File: config.mk
export PLATFORM = sky130hd
export DESIGN_NAME = mem_bus_arbiter
export DESIGN_NICKNAME = d
export VERILOG_FILES = /design/src/rtl/bus_pkg.sv /design/src/rtl/rr_arbiter2.sv /design/src/rtl/mem_bus_arbiter.sv
export SDC_FILE = /design/constraint.sdc
export NUM_CORES = 1
export LEC_CHECK = 0
export CORE_MARGIN = 1
export CORE_UTILIZATION = 40
export CTS_BUF_LIST = sky130_fd_sc_hd__clkbuf_2 sky130_fd_sc_hd__clkbuf_4 sky130_fd_sc_hd__clkbuf_8
export DETAILED_ROUTE_END_ITERATION = 12
export HOLD_SLACK_MARGIN = 0.12
export PLACE_DENSITY = 0.86
export RECOVER_POWER = 50
export SETUP_SLACK_MARGIN = 0.15
export SLEW_MARGIN = 20
export SYNTH_ARGS = -nofsm -noshare
export SYNTH_HDL_FRONTEND = slang
export SYNTH_SLANG_ARGS = --single-unit
File: constraint.sdc
create_clock -name clk -period 2.8 [get_ports clk]
set_clock_uncertainty 0.15 [all_clocks]
set_input_delay 0.56 -clock clk [delete_from_list [all_inputs] [get_ports clk]]
set_output_delay 0.56 -clock clk [all_outputs]
set_load 0.1 [all_outputs]
File: src/rtl/bus_pkg.sv
// Shared types for the memory bus arbiter: FSM states, grant encoding and
// a default-width view of one bus request.
package bus_pkg;

  localparam int BUS_ADDR_W = 32;
  localparam int BUS_DATA_W = 32;
  localparam int BUS_MASK_W = BUS_DATA_W / 8;

  typedef enum logic [1:0] {
    IDLE,
    INSTR,
    DATA
  } arb_state_t;

  typedef enum logic {
    GRANT_INSTR,
    GRANT_DATA
  } arb_grant_t;

  typedef struct packed {
    logic [BUS_ADDR_W-1:0] address;
    logic                  read;
    logic                  write;
    logic [BUS_MASK_W-1:0] mask;
    logic [BUS_DATA_W-1:0] write_value;
  } bus_req_t;

endpackage

File: src/rtl/rr_arbiter2.sv
// Two-input round-robin arbiter. On a tie the requester that did not win
// last time is granted; last_grant only moves when a grant is taken.
module rr_arbiter2
  import bus_pkg::*;
(
  input  logic       clk,
  input  logic       rst_n,
  input  logic       req_instr,
  input  logic       req_data,
  input  logic       update,
  output arb_grant_t grant,
  output logic       any_req
);

  arb_grant_t last_grant;

  // Pick the winner from the current requests and the last grant.
  always_comb begin
    // NOTE: every output of a combinational block gets a default first, so no
    // path leaves it unassigned and no latch is inferred.
    grant   = GRANT_INSTR;
    any_req = req_instr | req_data;
    if (req_instr && req_data) begin
      grant = (last_grant == GRANT_INSTR) ? GRANT_DATA : GRANT_INSTR;
    end else if (req_data) begin
      grant = GRANT_DATA;
    end
  end

  // Remember who won, so the other side wins the next tie.
  always_ff @(posedge clk or negedge rst_n) begin
    // NOTE: sequential state uses non-blocking assignments so every register
    // samples pre-edge values regardless of statement order.
    if (!rst_n) begin
      last_grant <= GRANT_INSTR;
    end else if (update && any_req) begin
      last_grant <= grant;
    end
  end

endmodule

File: src/rtl/mem_bus_arbiter.sv
// Shares one external memory port between the instruction and data buses.
// Single outstanding access; IDLE always separates grants; abandoned
// accesses complete on the bus without a ready pulse to the requester.
module mem_bus_arbiter
  import bus_pkg::*;
#(
  parameter int ADDR_WIDTH = 32,
  parameter int DATA_WIDTH = 32
) (
  input  logic                    clk,
  input  logic                    rst_n,
  input  logic [ADDR_WIDTH-1:0]   instr_address_in,
  input  logic                    instr_read_in,
  output logic [DATA_WIDTH-1:0]   instr_read_value_out,
  output logic                    instr_ready_out,
  input  logic [ADDR_WIDTH-1:0]   data_address_in,
  input  logic                    data_read_in,
  input  logic                    data_write_in,
  input  logic [DATA_WIDTH/8-1:0] data_write_mask_in,
  input  logic [DATA_WIDTH-1:0]   data_write_value_in,
  output logic [DATA_WIDTH-1:0]   data_read_value_out,
  output logic                    data_ready_out,
  output logic [ADDR_WIDTH-1:0]   bus_address_out,
  output logic                    bus_read_out,
  output logic                    bus_write_out,
  output logic [DATA_WIDTH/8-1:0] bus_write_mask_out,
  output logic [DATA_WIDTH-1:0]   bus_write_value_out,
  input  logic [DATA_WIDTH-1:0]   bus_read_value_in,
  input  logic                    bus_ready_in
);

  arb_state_t state_q, state_d;
  arb_grant_t grant;
  logic       any_req;
  logic       load_instr, load_data, done;

  rr_arbiter2 u_rr (
    .clk      (clk),
    .rst_n    (rst_n),
    .req_instr(instr_read_in),
    .req_data (data_read_in | data_write_in),
    .update   (state_q == IDLE),
    .grant    (grant),
    .any_req  (any_req)
  );

  // State register.
  always_ff @(posedge clk or negedge rst_n) begin
    if (!rst_n) state_q <= IDLE;
    else        state_q <= state_d;
  end

  // Next state plus the load/complete strobes for the bus registers.
  always_comb begin
    state_d    = state_q;
    load_instr = 1'b0;
    load_data  = 1'b0;
    done       = 1'b0;
    case (state_q)
      IDLE: begin
        if (any_req) begin
          if (grant == GRANT_DATA) begin
            state_d   = DATA;
            load_data = 1'b1;
          end else begin
            state_d    = INSTR;
            load_instr = 1'b1;
          end
        end
      end
      INSTR, DATA: begin
        if (bus_ready_in) begin
          state_d = IDLE;
          done    = 1'b1;
        end
      end
      default: state_d = IDLE;
    endcase
  end

  // Bus request registers: latched on grant, frozen until the memory
  // completes, then only the strobes drop.
  always_ff @(posedge clk or negedge rst_n) begin
    if (!rst_n) begin
      bus_address_out     <= '0;
      bus_read_out        <= 1'b0;
      bus_write_out       <= 1'b0;
      bus_write_mask_out  <= '0;
      bus_write_value_out <= '0;
    end else if (load_instr) begin
      bus_address_out     <= instr_address_in;
      bus_read_out        <= 1'b1;
      bus_write_out       <= 1'b0;
      bus_write_mask_out  <= '0;
      bus_write_value_out <= '0;
    end else if (load_data) begin
      bus_address_out     <= data_address_in;
      bus_read_out        <= data_read_in;
      bus_write_out       <= data_write_in;
      bus_write_mask_out  <= data_write_mask_in;
      bus_write_value_out <= data_write_value_in;
    end else if (done) begin
      bus_read_out        <= 1'b0;
      bus_write_out       <= 1'b0;
    end
  end

  // A requester is acknowledged only if it still asks for exactly what was
  // issued; otherwise the completion is a silent drain.
  assign instr_ready_out = bus_ready_in && (state_q == INSTR) && instr_read_in
                           && (instr_address_in == bus_address_out);

  assign data_ready_out  = bus_ready_in && (state_q == DATA)
                           && (data_read_in | data_write_in)
                           && (data_address_in == bus_address_out)
                           && (data_read_in == bus_read_out)
                           && (data_write_in == bus_write_out);

  assign instr_read_value_out = bus_read_value_in;
  assign data_read_value_out  = bus_read_value_in;

endmodule

---- After elaboration in Yosys (flattened, before gate mapping) ----
Index checks and enable logic that the tools add are counted.
W data, S select, Z words.
storage, ports and cells
  flip-flop bits (word level) ............. 73
  bits of input ports ..................... 138
  output and inout port bits .............. 136
  word-level logic and storage cells ...... 58
cells by class
  eq/ne operators ......................... 8
  multiplexer cells ....................... 26
  bitwise operators ....................... 2
  reduce and logical (&&, ||, !) cells .... 15
operators by type and width
  cell                  count
  $mux W32              4
  $eq A32 B32 Y1        2
  $mux W1               16
  $logic_and A1 B1 Y1   10
  $mux W4               2
  $mux W2               3
  $ne A2 B2 Y1 const B  2
  $pmux W2 S2           1
  $reduce_bool A3 Y1    1
  $eq A1 B1 Y1          2
  $eq A2 B1 Y1 const B  1
  $eq A2 B2 Y1 const B  1
  $logic_not A2 Y1      1
  $or A1 B1 Y1          2
  $reduce_and A2 Y1     1
  $reduce_bool A2 Y1    1
  $reduce_or A2 Y1      1

---- Depth between registers and ports, before layout ----
  depth after elaboration ................. 8
  gate-level depth with buffers ........... 8
  mapped depth without buffers ............ 6

---- By module ----
Synthesis repeated with hierarchy kept, for this count alone.
unflattened totals
  cells, all modules ...................... 482
  area, all modules ....................... 4352.9 µm²
by module, submodules not included
  module           times used  cells each  area each (µm²)  sequential area each (µm²)
  mem_bus_arbiter  1           477         4302.9           1801.7
  rr_arbiter2      1           5           50.0             25.0

---- Least setup slack after synthesis ----
No wires, ideal clock.
  path type ............................... register to output
  start ................................... reg bus_address_out[13]
  end ..................................... out data_ready_out
  data arrival time ....................... 3.872 ns
  required time ........................... 2.090 ns
  slack ................................... -1.782 ns
  cell stages (with the launch flop) ...... 5
  path buffers ............................ 0
  cell sequence ........................... dfrtp_1 -> xnor2_1 -> o2111ai_1 -> or4_1 -> nor3_1
on the way
  cells in the longest elaborated chain, start to end .. 4
RTL lines
  element                   RTL line                RTL
  start: declaration        mem_bus_arbiter.sv:23   output logic [ADDR_WIDTH-1:0] bus_address_out,
  start signal: assignment  mem_bus_arbiter.sv:91   bus_address_out <= instr_address_in;
  start signal: assignment  mem_bus_arbiter.sv:97   bus_address_out <= data_address_in;
  $eq A32 B32 Y1            mem_bus_arbiter.sv:115  && (data_address_in == bus_address_out)
  $logic_and A1 B1 Y1       mem_bus_arbiter.sv:115
  $logic_and A1 B1 Y1       mem_bus_arbiter.sv:116  && (data_read_in == bus_read_out)
  $logic_and A1 B1 Y1       mem_bus_arbiter.sv:117  && (data_write_in == bus_write_out);
  end: declaration          mem_bus_arbiter.sv:22   output logic data_ready_out,
Every way passes these cells.

---- Worst setup path in the final report ----
  start ................................... in instr_address_in[16]
  end ..................................... out instr_ready_out
on the way
  cells in the longest elaborated chain, start to end .. 2
RTL lines
  element              RTL line                RTL
  start: declaration   mem_bus_arbiter.sv:12   input logic [ADDR_WIDTH-1:0] instr_address_in,
  $eq A32 B32 Y1       mem_bus_arbiter.sv:111  && (instr_address_in == bus_address_out);
  $logic_and A1 B1 Y1  mem_bus_arbiter.sv:111
  end: declaration     mem_bus_arbiter.sv:15   output logic instr_ready_out,
Every way passes these cells.

==> results by group <==
STA
  • Final worst path period share: 105%
  • Number of endpoints with negative hold slack in the final report: 0
  • Period minus WS final: 2.94 ns
  • Worst setup margin: -0.138 ns
  • Worst slew margin relative to its limit: 35.4%
  • Timing-limited maximum frequency: 340 MHz
  • RSZ-0062 raised after global routing: true
  • Final-report setup violation count: 2
  • Actual slew at the worst max-slew pin: 0.969 ns
  • Count of final max-slew check failures: 0

Detailed routing
  • Total via count after detailed routing: 3728
  • Post-detailed-route via-to-cell ratio: 5.04
  • First-pass DRT Iterations: 4
  • Detail Route Antenna Nets: 0
  • Initial drt markers: 138
  • Average wire length per cell after detail routing: 16.8 microns
  • WL final: 12400 microns
  • Drc violations: 0

Critical path
  • Peak fanout along the critical path: 2
  • Worst path slowest cell: sky130_fd_sc_hd__clkdlybuf4s50_1
  • Critical path required time: 2.09 ns
  • CP startpoint kind: input port
  • Endpoint of the most critical register-to-register path: bus_write_value_out[2]
  • Crit. Startpoint: instr_address_in[16]
  • Largest stage delay on the critical path: 0.49 ns
  • Critical path buffers and inverters: 2
  • Worst reg-to-reg setup slack: 1.11 ns
  • Data arrival, critical path: 2.23 ns
  • Delay-heaviest family, CP: simple AND/OR/NAND/NOR gates
  • Worst-case reg-to-reg path depth: 5
  • Worst path depth: 6
  • Endpoint of the most critical setup path: instr_ready_out
  • Endpoint type of the worst setup path: output pin
  • Start of the worst register-to-register path: state_q[0]
  • CP Cell Sequence: clkdlybuf4s50_1, xnor2_1, nand4_1, or4_4, nor3_4, buf_12
  • Crit path kind: in2out

Global routing
  • Vias in the first global route: 3793
  • Antenna violations before repair: 0
  • Global routing usage on met1: 23.2%
  • Largest net degree at the start of global routing: 78
  • Total overflow reported by the global router: 0
  • GR Util All Layers: 21.4%
  • Wire length of the first global-routing pass: 18700 microns
  • Global routing usage on met2: 39.6%
  • Most Crowded Layer GR: met2
  • Met3 track demand over resource in global routing: 6.99%

Min path
  • Type of the tightest min-delay check: reg2reg

Floorplanning
  • I/O pins: 274
  • Area of the core: 0.0105 sq mm
  • Chip Width: 107 microns
  • Effective utilization at floorplan: 42.0%
  • FP Rows: 37
  • DIE AREA: 0.0115 sq mm
  • Die Y-Extent: 107 microns

Yosys
  • Synth Register Bits: 73
  • Proportion of synthesized flip-flops having asynchronous set or reset: 100%
  • Synthesized area divided by synthesized cell count: 9.18 sq um
  • Warnings, synthesis: 0
  • Yosys cell types: 30
  • Most area-hungry cell type in the Yosys netlist: sky130_fd_sc_hd__dfrtp_1
  • Area share of the largest cell type after synthesis: 41.4%
  • Post-synthesis cell area: 0.00441 sq mm
  • Top cell types by occurrence after synthesis: sky130_fd_sc_hd__nand2_1 (109), sky130_fd_sc_hd__dfrtp_1 (73), sky130_fd_sc_hd__buf_4 (66)
  • Number of synthesized flops with an enable pin: 0
  • Top_reg_cell synth: sky130_fd_sc_hd__dfrtp_1
  • Instance count of the mapped netlist: 481
  • Leading cell type by number of instances after synthesis: sky130_fd_sc_hd__nand2_1
  • Synth area leaders: sky130_fd_sc_hd__dfrtp_1 (41%), sky130_fd_sc_hd__buf_4 (11%), sky130_fd_sc_hd__nand2_1 (9.3%), sky130_fd_sc_hd__xor2_1 (8.9%), sky130_fd_sc_hd__mux2i_1 (7.3%)
  • Post-synth net total: 622
  • Sequential element share of the synthesized area: 41.4%

Layout
  • Finished Layout Cells: 739
  • Number of nets in the finished design: 739
  • Fillers: 883
  • Layout-stage area growth over the synthesis result: 38.4%
  • Diodes inserted: 0
  • Fraction of layout instances using a drive strength above 1: 25.7%

Clock network
  • Number of levels in the clock H-tree: 3
  • Worst-skew pair later-pin latency: 0.35 ns
  • Cell chosen for the clock root: sky130_fd_sc_hd__clkbuf_8
  • Clk slew on worst S/H paths: 0.08 ns
  • CTS tree: yes
  • Buffers from clock root to sink, at most: 2
  • TritonCTS buffer count: 9
  • Sink Count: 73

Placed design
  • Final GP Congestion: 0.866
  • HPWL Detailed: 9330 microns
  • Number of cells after detailed placement: 719
  • Port bufs: 177

Status
  • Violated checks: negative setup slack
  • Status: finished with violations

Flow run
  • Maxcap violations: 0
==> worst min-delay path by stage <==
stage | start | end | slack [ns] | cells after the start
floorplan | rst_n | bus_address_out[0] | 0.11 | 0
global placement | bus_write_value_out[12] | bus_write_value_out[12] | 0.31 | 2
detailed placement | bus_write_value_out[24] | bus_write_value_out[24] | 0.32 | 2
CTS | bus_write_value_out[24] | bus_write_value_out[24] | 0.34 | 2
global route | bus_write_value_out[16] | bus_write_value_out[16] | 0.35 | 2
finish | bus_write_mask_out[0] | bus_write_mask_out[0] | 0.33 | 2
==> repair_timing <==
item | 4_1_cts | 5_1_grt
pin swaps | 17 | 8
hold endpoints to repair | 38 | 0
hold buffers | 1 | 0
setup buffers | 3 | 0
resized for setup | 26 | 13
setup endpoints to repair | 2 | 2
==> tightest hold or removal path: cells and delay by family, from the launching register on <==
family	cells	cell delay, ns
flip-flops	1	0.35
AO/OA/AOI/OAI	1	0.06
AND/OR/NAND/NOR	1	0.04
==> metrics by stage <==
step           worst slack, ns  util (%)  setup TNS [ns]  area, sq um  hold WS, ns
2_1_floorplan           -0.166         -          -0.302         4520        0.114
3_3_place_gp            -0.314      55.5          -0.545         5840        0.314
3_5_place_dp            -0.299      55.5          -0.533         5840        0.321
4_1_cts                 -0.156      57.7          -0.297         6070        0.340
5_1_grt                 -0.179      58.1           -3.57         6110        0.353
6_report                -0.138      58.1          -0.234         6110        0.335
==> cells in the final DEF, fill, tap and decap left out, types with 3 or more instances in the layout <==
cell / synthesis / final
sky130_fd_sc_hd__dfrtp_4: 0 / 14
sky130_fd_sc_hd__nor4_2: 0 / 5
sky130_fd_sc_hd__buf_4: 66 / 78
sky130_fd_sc_hd__clkdlybuf4s50_1: 0 / 76
sky130_fd_sc_hd__dlygate4sd2_1: 0 / 22
sky130_fd_sc_hd__buf_12: 0 / 5
sky130_fd_sc_hd__o21ai_1: 16 / 15
sky130_fd_sc_hd__nand3_1: 4 / 4
sky130_fd_sc_hd__nand2_1: 109 / 109
sky130_fd_sc_hd__xnor2_1: 21 / 17
sky130_fd_sc_hd__dlymetal6s2s_1: 0 / 5
sky130_fd_sc_hd__o21ai_0: 55 / 55
sky130_fd_sc_hd__mux2i_1: 32 / 32
sky130_fd_sc_hd__xor2_1: 45 / 45
sky130_fd_sc_hd__dfrtp_2: 0 / 20
sky130_fd_sc_hd__xnor2_2: 0 / 4
sky130_fd_sc_hd__nand4_1: 7 / 7
sky130_fd_sc_hd__nor4_1: 10 / 5
sky130_fd_sc_hd__clkbuf_8: 0 / 9
sky130_fd_sc_hd__dfrtp_1: 73 / 39
sky130_fd_sc_hd__ha_1: 3 / 3
==> sequential cells by signal, summed over array words and instances, names as in the netlist <==
signal	count
bus_address_out	32
bus_write_value_out	32
bus_write_mask_out	4
state_q	2
bus_read_out	1
bus_write_out	1
u_rr.last_grant	1
==> kinds of logic after synthesis <==
group | share of synthesized area, %
multiplexers | 7.26
AND/OR/NAND/NOR | 13.5
buffers and inverters | 14.3
AO/OA/AOI/OAI | 9.64
XOR/XNOR | 13.1
adder cells (fa/ha/maj) | 0.850
flip-flops | 41.4
==> final cells by class <==
type                    count  area [sq um]  area share, %
repair buffers            193          1760           28.8
clock buffers               9           124           2.03
clock inverters             7          77.6           1.27
inverters                   2          7.51          0.123
flip-flops and latches     73          1900           31.2
multi-input cells         319          2070           33.8
well taps                 136           170           2.78
==> metal layers <==
layer / routed length, microns / vias to the layer above / part of all wire (%)
li1: - / 1762 / -
met1: 4880 / 1757 / 39
met2: 6250 / 195 / 50
met3: 1130 / 14 / 9.1
met4: 142 / 0 / 1.1
met5: 0 / - / 0
Power is not shown: default switching activity piles up to over one toggle a cycle in this logic, so the estimate is an artifact.
